File: src/rtl/boron_job_scheduler.sv
// Two-requester round-robin front end for a single shared Boron cipher engine.
// Each accepted job is launched once and waits for completion or a timeout, then held until taken.
module boron_job_scheduler #(
  parameter int unsigned TIMEOUT_CYCLES = 64
) (
  input  logic        clk,
  input  logic        reset,
  input  logic [79:0] key,
  input  logic        req0_valid,
  output logic        req0_ready,
  input  logic        req0_enc_dec,
  input  logic [63:0] req0_data,
  input  logic        req1_valid,
  output logic        req1_ready,
  input  logic        req1_enc_dec,
  input  logic [63:0] req1_data,
  output logic        eng_start,
  output logic        eng_enc_dec,
  output logic [63:0] eng_data,
  output logic [79:0] eng_key,
  input  logic        eng_done,
  input  logic [63:0] eng_result,
  output logic        rsp_valid,
  input  logic        rsp_ready,
  output logic        rsp_id,
  output logic [63:0] rsp_data,
  output logic        rsp_err,
  output logic        busy
);

  localparam int unsigned CntW = (TIMEOUT_CYCLES > 2) ? $clog2(TIMEOUT_CYCLES) : 1;
  localparam logic [CntW-1:0] CntLast = CntW'(TIMEOUT_CYCLES - 1);

  typedef enum logic [1:0] {StIdle, StLaunch, StWait, StResp} state_e;

  state_e          state_q, state_d;
  logic            last_q, last_d;
  logic [CntW-1:0] cnt_q, cnt_d;
  logic            enc_q, enc_d;
  logic [63:0]     data_q, data_d;
  logic [79:0]     key_q, key_d;
  logic            id_q, id_d;
  logic [63:0]     rdata_q, rdata_d;
  logic            err_q, err_d;
  logic            grant_id;
  logic            any_valid;

  // Requester not served last wins a tie.
  always_comb begin
    any_valid = req0_valid | req1_valid;
    if (req0_valid && req1_valid) begin
      grant_id = ~last_q;
    end else begin
      grant_id = req1_valid;
    end
  end

  always_comb begin
    state_d    = state_q;
    last_d     = last_q;
    cnt_d      = cnt_q;
    enc_d      = enc_q;
    data_d     = data_q;
    key_d      = key_q;
    id_d       = id_q;
    rdata_d    = rdata_q;
    err_d      = err_q;
    req0_ready = 1'b0;
    req1_ready = 1'b0;
    eng_start  = 1'b0;
    rsp_valid  = 1'b0;

    unique case (state_q)
      StIdle: begin
        if (!reset && any_valid) begin
          req0_ready = ~grant_id;
          req1_ready = grant_id;
          id_d       = grant_id;
          enc_d      = grant_id ? req1_enc_dec : req0_enc_dec;
          data_d     = grant_id ? req1_data : req0_data;
          key_d      = key;
          state_d    = StLaunch;
        end
      end
      StLaunch: begin
        eng_start = ~reset;
        cnt_d     = '0;
        state_d   = StWait;
      end
      StWait: begin
        // Completion wins over a timeout landing in the same cycle.
        if (eng_done) begin
          rdata_d = eng_result;
          err_d   = 1'b0;
          state_d = StResp;
        end else if (cnt_q == CntLast) begin
          rdata_d = '0;
          err_d   = 1'b1;
          state_d = StResp;
        end else begin
          cnt_d = cnt_q + 1'b1;
        end
      end
      StResp: begin
        rsp_valid = ~reset;
        if (rsp_ready) begin
          last_d  = id_q;
          state_d = StIdle;
        end
      end
      default: state_d = StIdle;
    endcase
  end

  always_ff @(posedge clk) begin
    if (reset) begin
      state_q <= StIdle;
      last_q  <= 1'b1;
      cnt_q   <= '0;
      enc_q   <= 1'b0;
      data_q  <= '0;
      key_q   <= '0;
      id_q    <= 1'b0;
      rdata_q <= '0;
      err_q   <= 1'b0;
    end else begin
      state_q <= state_d;
      last_q  <= last_d;
      cnt_q   <= cnt_d;
      enc_q   <= enc_d;
      data_q  <= data_d;
      key_q   <= key_d;
      id_q    <= id_d;
      rdata_q <= rdata_d;
      err_q   <= err_d;
    end
  end

  assign eng_enc_dec = enc_q;
  assign eng_data    = data_q;
  assign eng_key     = key_q;
  assign rsp_id      = id_q;
  assign rsp_data    = rdata_q;
  assign rsp_err     = err_q & ~reset;
  assign busy        = (state_q != StIdle) & ~reset;

endmodule

File: config.mk
export PLATFORM = sky130hd
export DESIGN_NAME = boron_job_scheduler
export DESIGN_NICKNAME = d
export VERILOG_FILES = /design/src/rtl/boron_job_scheduler.sv
export SDC_FILE = /design/constraint.sdc
export NUM_CORES = 1
export LEC_CHECK = 0
export CORE_AREA = 2 2 193 195
export DETAILED_ROUTE_END_ITERATION = 8
export DIE_AREA = 0 0 195 197
export PLACE_DENSITY = 0.66
export SLEW_MARGIN = 20
export SYNTH_ARGS = -nofsm -noshare
export SYNTH_HDL_FRONTEND = slang
export SYNTH_SLANG_ARGS = --single-unit
File: constraint.sdc
create_clock -name clk -period 1.55 [get_ports clk]
set_input_delay 0.31 -clock clk [delete_from_list [all_inputs] [get_ports clk]]
set_output_delay 0.31 -clock clk [all_outputs]
set_load 0.1 [all_outputs]
# Yosys cells after proc, flatten, opt, wreduce, memory -nomap -nowiden
# Cells that the tools add are included.
[op_classes]
reduce_logical = 12
n_bitwise = 6
addsub = 1
n_eq_ne = 9
mux = 21
[op_table]
columns = ["op", "count"]
rows = [
  ["$mux 64", 3],
  ["$mux 6", 2],
  ["$pmux 6 s2", 1],
  ["$mux 1", 10],
  ["$mux 2", 4],
  ["$ne 2x2->1 const B", 4],
  ["$pmux 2 s4", 1],
  ["$add 6x1->6 const B", 1],
  ["$eq 6x6->1 const B", 1],
  ["$reduce_and 2->1", 3],
  ["$reduce_and 3->1", 2],
  ["$reduce_bool 2->1", 3],
  ["$eq 2x2->1 const B", 2],
  ["$ne 3x3->1 const B", 1],
  ["$not 1->1", 3],
  ["$and 1x1->1", 2],
  ["$eq 2x1->1 const B", 1],
  ["$logic_and 1x1->1", 2],
  ["$logic_not 2->1", 1],
  ["$logic_not 1->1", 1],
  ["$or 1x1->1", 1],
]
[totals]
regBits = 220
out_inout_bits = 216

# Logic depth before layout (Yosys ltp)
# Gate-level depths: netlist of the first run.
[depth]
ltp_word = 5
depth_mapped = 9
mapped_depth_nobuf = 6

# Worst setup path before layout of the first run
# Ideal clock, no wire load.
[synth_timing]
path_kind = "reg-to-output"
start = "register state_q[0]"
end = "output port req0_ready"
arrival_time_ns = 2.224
slack_ns = -0.984
stages_incl_launch_ff = 6
cell_sequence = "dfxtp_1 inv_1 ha_1 inv_1 or2_2 nor2_1"
[synth_via]
elab_chain_cells = 2
[synth_lines]
columns = ["element", "line_no", "text"]
rows = [
  ["start: declaration", "36", "state_e state_q, state_d;"],
  ["start signal: assignment", "117", "state_q <= StIdle;"],
  ["start signal: assignment", "127", "state_q <= state_d;"],
  ["$logic_not 2->1", "73", "unique case (state_q)"],
  ["$mux 1", "73", ""],
  ["end: declaration", "10", "output logic req0_ready,"],
]
# Every way passes these cells.

# Final worst setup path of the first run
# Same ends and word-level chain as after synthesis.

==> flow_metrics.py, run 1 <==
metrics = {
    "clock_tree": {
        "cts_sinks": 220,
        "clockRootBuffer": "clkbuf_16",
        "clockBufferDepth": 3,
        "hold_buffers": 0,
        "clkTransAtPathRegs_ps": 60,
        "clock_latency_ps": 550,
        "htreeDepth": 1,
        "cts_tree": "done",
        "cts_buffers": 26,
    },
    "cells_and_area": {
        "design_area_mm2": 0.02115,
        "syn_to_final_growth_pct": 140.2,
        "drive_above_1_share": 0.4743,
        "final_util": 0.5832,
        "layout.nets": 1899,
        "n_antenna_cell": 0,
    },
    "yosys": {
        "syn-cell-area_mm2": 0.008805,
        "syn_inst": 1000,
        "async_flop_share": 0,
        "synthTopCellsByArea": "dfxtp_1 (50%), nand2_1 (10%), mux2i_1 (7.5%), a211oi_2 (7.1%), o21ai_0 (4.6%)",
        "synth_top_area_share": 0.5002,
        "syn_nets": 1285,
        "synth_top_area_cell": "dfxtp_1",
        "yosysMostFrequentCell": "nand2_1",
        "yosysSeqAreaShare": 0.5002,
        "synth_ff_type": "dfxtp_1",
        "synth_cell_types": 35,
        "synth_common_cells": "nand2_1 (234), dfxtp_1 (220), o21ai_0 (81)",
        "yosysWarnings": 0,
        "synth_area_per_cell_um2": 8.805,
        "synth_edf_count": 0,
        "ys_ff_latch": 220,
    },
    "setup_path": {
        "timing.rr.start": "state_q[0]",
        "cp_data_arrival_time_ps": 1670,
        "crit_fanout": 2,
        "r2r_end": "eng_data[29]",
        "r2r_setup_slack_ps": -190,
        "crit_start": "state_q[0]",
        "crit_path_end_kind": "primary output",
        "cp-start-kind": "register",
        "rr_worst_depth": 11,
        "crit_type": "reg -> out",
        "cp.required_ps": 1240,
        "cp-endpoint": "req0_ready",
    },
    "sta": {
        "worst_slack_ps": -429.0,
        "rsz0062_at_grt": "yes",
        "worstMarginPinSlew_ps": 787.9,
        "setup_viol": 194,
        "slew_violations": 0,
        "post-route-period-util": 1.277,
        "fin_worst_skew_ps": 18.35,
        "period_minus_slack_ps": 1979,
        "finalHoldViolCount": 0,
        "fmax_mhz": 505.3,
        "slew_headroom": 0.4731,
    },
    "global_routing": {
        "grt_max_degree": 54,
        "antenna_found_initial": 0,
        "grt_overflow_total": 0,
        "use_met3": 0.06417,
        "grt_pass1_vias": 9313,
        "grt_usage": 0.1690,
        "met2_usage": 0.3045,
        "grt_pass1_wl_um": 51770,
        "met1_usage": 0.1816,
        "grt_busiest_layer": "met2",
    },
    "route": {
        "route.detailed.wl_per_inst_um": 19.67,
        "vias": 9809,
        "first_pass_iters": 4,
        "ant_nets": 0,
        "drcViolationCount": 0,
        "drt_iter0_drc": 281,
        "finalWirelength_um": 41350,
        "vias_per_cell": 4.667,
    },
    "status": {
        "status": "finished with violations",
        "violations": "setup timing",
    },
    "placed_design": {
        "placed_cell_area_mm2": 0.01687,
        "gp_congestion": 0.8070,
        "dpl.hpwl_um": 25170,
        "portBuffers": 495,
        "place_ws_ps": -428.4,
    },
    "pwr": {
        "peakVddDrop_v": 0.001571,
        "finalPower_w": 0.04005,
        "powerDensity_mw_per_mm2": 1894,
        "p_leak_nw": 8.049,
    },
    "floorplanning": {
        "core.rowCount": 70,
        "dieArea_mm2": 0.03842,
        "core_mm2": 0.03626,
        "die_y_um": 197,
        "start_util": 0.2428,
        "dieWidth_um": 195,
        "num_io_pins": 496,
    },
    "hold_path": {
        "hold_path_class": "in -> reg",
        "min-delay-start": "reset",
    },
    "job": {
        "drv_cap": 0,
    },
}
[worst max-delay path, cell delays in order (launching register included)]
cell	delay, ps
dfxtp_2	330
inv_2	70
ha_4	150
inv_4	40
or2_4	250
nor2_4	100
buf_12	180
[placed cells by master (no fill, tap or decap), drive strengths merged, types with 3 or more instances in the layout]
cell / count
clkbuf: 66
nand3: 71
nor2: 71
a21oi: 69
nand2: 236
o21ai: 81
bufinv: 6
a211oi: 68
dfxtp: 220
clkinv: 7
clkdlybuf4s50: 278
nor2b: 4
o21a: 3
buf: 354
inv: 8
clkinvlp: 3
mux2i: 66
ha: 5
[worst min path at each step]
| stage | endpoint | cells after the start |
|---|---|---|
| 2_1_floorplan | eng_key[0] | 2 |
| 3_3_place_gp | state_q[1] | 2 |
| 3_5_place_dp | cnt_q[0] | 2 |
| 4_1_cts | cnt_q[0] | 3 |
| 5_1_grt | cnt_q[1] | 3 |
| 6_report | cnt_q[1] | 3 |
[kinds of logic after synthesis]
logic type / synth area share
AOI/OAI and AO/OA: 0.1812
xor gates and xnor gates: 0.0009949
adders and majority gates: 0.007105
buffers and inverters: 0.05372
DFF: 0.5002
muxes: 0.07503
and+or+nand+nor: 0.1818
[power breakdown]
part           internal (W)  switching, W  leakage (nW)  total (W)
combinational        0.0100        0.0145          5.76     0.0245
sequential          0.00701       0.00161          1.81    0.00861
clock               0.00433       0.00262         0.482    0.00695
total                0.0214        0.0187          8.05     0.0400
[area by class of cell]
class | instances | area, um2
Multi-Input combinational cell | 692 | 5296
Timing Repair Buffer | 667 | 9836
Fill cell | 2815 | 15110
Clock inverter | 17 | 261.5
Inverter | 7 | 32.53
Clock buffer | 31 | 719.4
Sequential cell | 220 | 4417
Tap cell | 468 | 585.6
[layer usage]
layer / share of wire / vias up / routed length (um)
li1: - / 4661 / -
met1: 0.37 / 4720 / 15330
met2: 0.52 / 365 / 21600
met3: 0.080 / 63 / 3295
met4: 0.027 / 0 / 1118
met5: 0 / - / 0
[sequential cells by signal, summed over array words and instances (netlist names)]
register     flops
eng_key         80
eng_data        64
rsp_data        64
cnt_q            6
state_q          2
eng_enc_dec      1
err_q            1
last_q           1
rsp_id           1
[stage by stage]
stage,TNS [ps],hold slack (ps),cells
after CTS,-4832,128.4,2013
after global routing,-26910,144.4,2102
after floorplan,-693.1,418.6,1000
after global placement,-52690,471.2,1949
after detailed placement,-56410,485.3,1949
final,-14730,149.3,2102
[what timing repair did]
action                     CTS  global route
pin swaps                    7           144
setup buffers               10            41
resized for setup           30           470
setup endpoints to repair   19           212
gates cloned                 6            50
(Power assumes the default switching activity.)
==> inputs of run 2 (changes only) <==
- CORE_AREA: 2 2 193 195 -> 2 2 190 192
- CTS_BUF_LIST: default -> sky130_fd_sc_hd__clkbuf_8
- DIE_AREA: 0 0 195 197 -> 0 0 192 194
- PLACE_DENSITY: 0.66 -> 0.68
- SLEW_MARGIN: 20 -> 10
==> run 2 against run 1 <==
Final cell count is 2.5% lower. Flip-flop and latch count is the same. Cell area fell by 9.5%. Sequential share of layout area up 2.3 points. Combinational power down 13%. The flow still finishes with violations (setup timing). Core utilization is 4.0 points lower.
==> flow_metrics.py, run 2 (same netlist as run 1, synthesis figures left out) <==
metrics = {
    "status": {
        "status": "finished with violations",
        "violations": "setup timing",
    },
    "setup_path": {
        "crit_fanout": 2,
        "crit_type": "reg -> out",
        "cp-start-kind": "register",
        "worst_path_max_delay_cell": "dfxtp_2",
        "cp_data_arrival_time_ps": 1680,
        "cp.required_ps": 1240,
        "crit_path_end_kind": "primary output",
        "slowest_delay_ps": 320,
        "crit_chain": "inv_2 -> ha_4 -> inv_4 -> or2_4 -> nor2_4 -> buf_12",
        "path_delay_family": "simple AND/OR/NAND/NOR gates",
        "critPathBufInv": 3,
    },
    "clock_tree": {
        "hold_buffers": 0,
        "cts_sinks": 220,
        "htreeDepth": 2,
        "clockBufferDepth": 3,
        "clockRootBuffer": "clkbuf_8",
        "clock_latency_ps": 570,
        "cts_tree": "done",
        "clkTransAtPathRegs_ps": 60,
        "cts_buffers": 41,
    },
    "hold_path": {
        "hold_path_class": "in -> reg",
    },
    "cells_and_area": {
        "fillers": 2971,
        "drive_above_1_share": 0.3820,
        "final_cell_count_no_fill": 2050,
        "n_antenna_cell": 0,
        "syn_to_final_growth_pct": 117.5,
        "design_area_mm2": 0.01915,
        "largest_reg_flops": 80,
        "layout.nets": 1852,
        "layout_common_cells": "clkdlybuf4s50_1 (278), buf_12 (231), nand2_1 (216), dfxtp_1 (195), o21ai_0 (80)",
        "final_common_cell": "clkdlybuf4s50_1",
    },
    "global_routing": {
        "grt_overflow_total": 0,
        "antenna_found_initial": 0,
        "grt_pass1_vias": 9398,
        "grt_max_degree": 49,
        "grt_pass1_wl_um": 50850,
        "grt_usage": 0.1738,
    },
    "pwr": {
        "peakVddDrop_v": 0.001333,
        "power_frac_clock": 0.147,
        "p_int_w": 0.01771,
        "p_leak_nw": 7.151,
        "powerDensity_mw_per_mm2": 1822,
        "seqPwrFrac": 0.244,
        "p_sw_w": 0.01717,
        "finalPower_w": 0.03488,
        "sw_frac_of_total": 0.4923,
        "p_comb_frac": 0.609,
    },
    "sta": {
        "period_minus_slack_ps": 1989,
        "fin_worst_skew_ps": 19.06,
        "slew_violations": 0,
        "slew_headroom": 0.5057,
        "worstMarginPinSlew_ps": 741.5,
        "worst_slack_ps": -439.0,
        "rsz0062_at_grt": "yes",
        "fmax_mhz": 502.8,
        "setup_viol": 78,
        "finalSetupTns_ps": -8343,
        "post-route-period-util": 1.283,
        "finalHoldViolCount": 0,
    },
    "floorplanning": {
        "core_mm2": 0.03522,
        "dieArea_mm2": 0.03725,
        "dieWidth_um": 192,
        "start_util": 0.2500,
        "core.rowCount": 69,
        "die_y_um": 194,
        "num_io_pins": 496,
    },
    "placed_design": {
        "gp_congestion": 0.8383,
        "portBuffers": 495,
        "dpl.hpwl_um": 25400,
        "placed_cells": 1943,
        "place_ws_ps": -451.7,
        "placed_cell_area_mm2": 0.01686,
    },
    "route": {
        "route.detailed.wl_per_inst_um": 17.78,
        "vias": 9351,
        "first_pass_iters": 4,
        "drt_iter0_drc": 292,
        "ant_nets": 0,
        "finalWirelength_um": 36440,
        "vias_per_cell": 4.561,
        "drcViolationCount": 0,
    },
    "job": {
        "drv_cap": 0,
    },
}
## run 2: cell types whose count changed in the layout (fill, tap and decap cells not counted), sizes merged
cell / previous run / this run
clkbuf: 66 / 60
buf: 354 / 315
clkinv: 7 / 2
nand2: 236 / 234
inv: 8 / 21
bufinv: 6 / 0
## run 2: path summary, 6_finish.rpt
check / startpoint / to / slack [ps] / cells after the start
max: state_q[1] / req0_ready / -440 / 6
min: reset / rsp_id / 180 / 5
max reg2reg: state_q[0] / cnt_q[4] / -160 / 10
min reg2reg: rsp_data[34] / rsp_data[34] / 480 / 2
## run 2: layout make-up
cell class | count | area [um2] | share of cell area
well taps | 461 | 576.8 | 0.03013
clock buffers | 46 | 633.1 | 0.03307
clock inverters | 19 | 81.33 | 0.004248
repair buffers | 607 | 8643 | 0.4514
flip-flops and latches | 220 | 4436 | 0.2317
inverters | 7 | 32.53 | 0.001699
multi-input cells | 690 | 4743 | 0.2477
## run 2: repair_timing
action / CTS / global route
buffers inserted: 10 / 14
cloned: 4 / 19
gates resized for setup: 49 / 185
pin swaps: 32 / 69
setup endpoints to repair: 25 / 104
## run 2: power by group through the flow
stage / Sequential (W) / Combinational, W / Clock [W]
floorplan: 0.0170 / 0.00327 / 0
global placement: 0.00850 / 0.0198 / 0
detailed placement: 0.00856 / 0.0200 / 0
CTS: 0.00846 / 0.0203 / 0.00535
global route: 0.00865 / 0.0220 / 0.00561
finish: 0.00850 / 0.0212 / 0.00514
## run 2: worst min-delay path: stages
cell and delay, ps:
buf_6 80, o21bai_4 130, nor2_4 60, nand2_4 60, a21oi_1 60
## run 2: per-stage QoR
step,hold WS (ps),utilization
2_1_floorplan,418.6,-
3_3_place_gp,469.9,0.4787
3_5_place_dp,485.0,0.4787
4_1_cts,137.3,0.5087
5_1_grt,147.2,0.5435
6_report,182.2,0.5435
## run 2: per-layer routing
| metal | track usage | routed length (um) | vias to the layer above |
|---|---|---|---|
| li1 | - | - | 4543 |
| met1 | 0.1825 | 13590 | 4347 |
| met2 | 0.3079 | 18390 | 384 |
| met3 | 0.06679 | 3416 | 77 |
| met4 | 0.07209 | 1043 | 0 |
| met5 | 0 | 0 | - |
==> inputs of run 3 (changes only) <==
- GPL_ROUTABILITY_DRIVEN: default -> 0
==> results of run 3 <==
The final DEF is identical to that of run 2; final timing and power are the same.
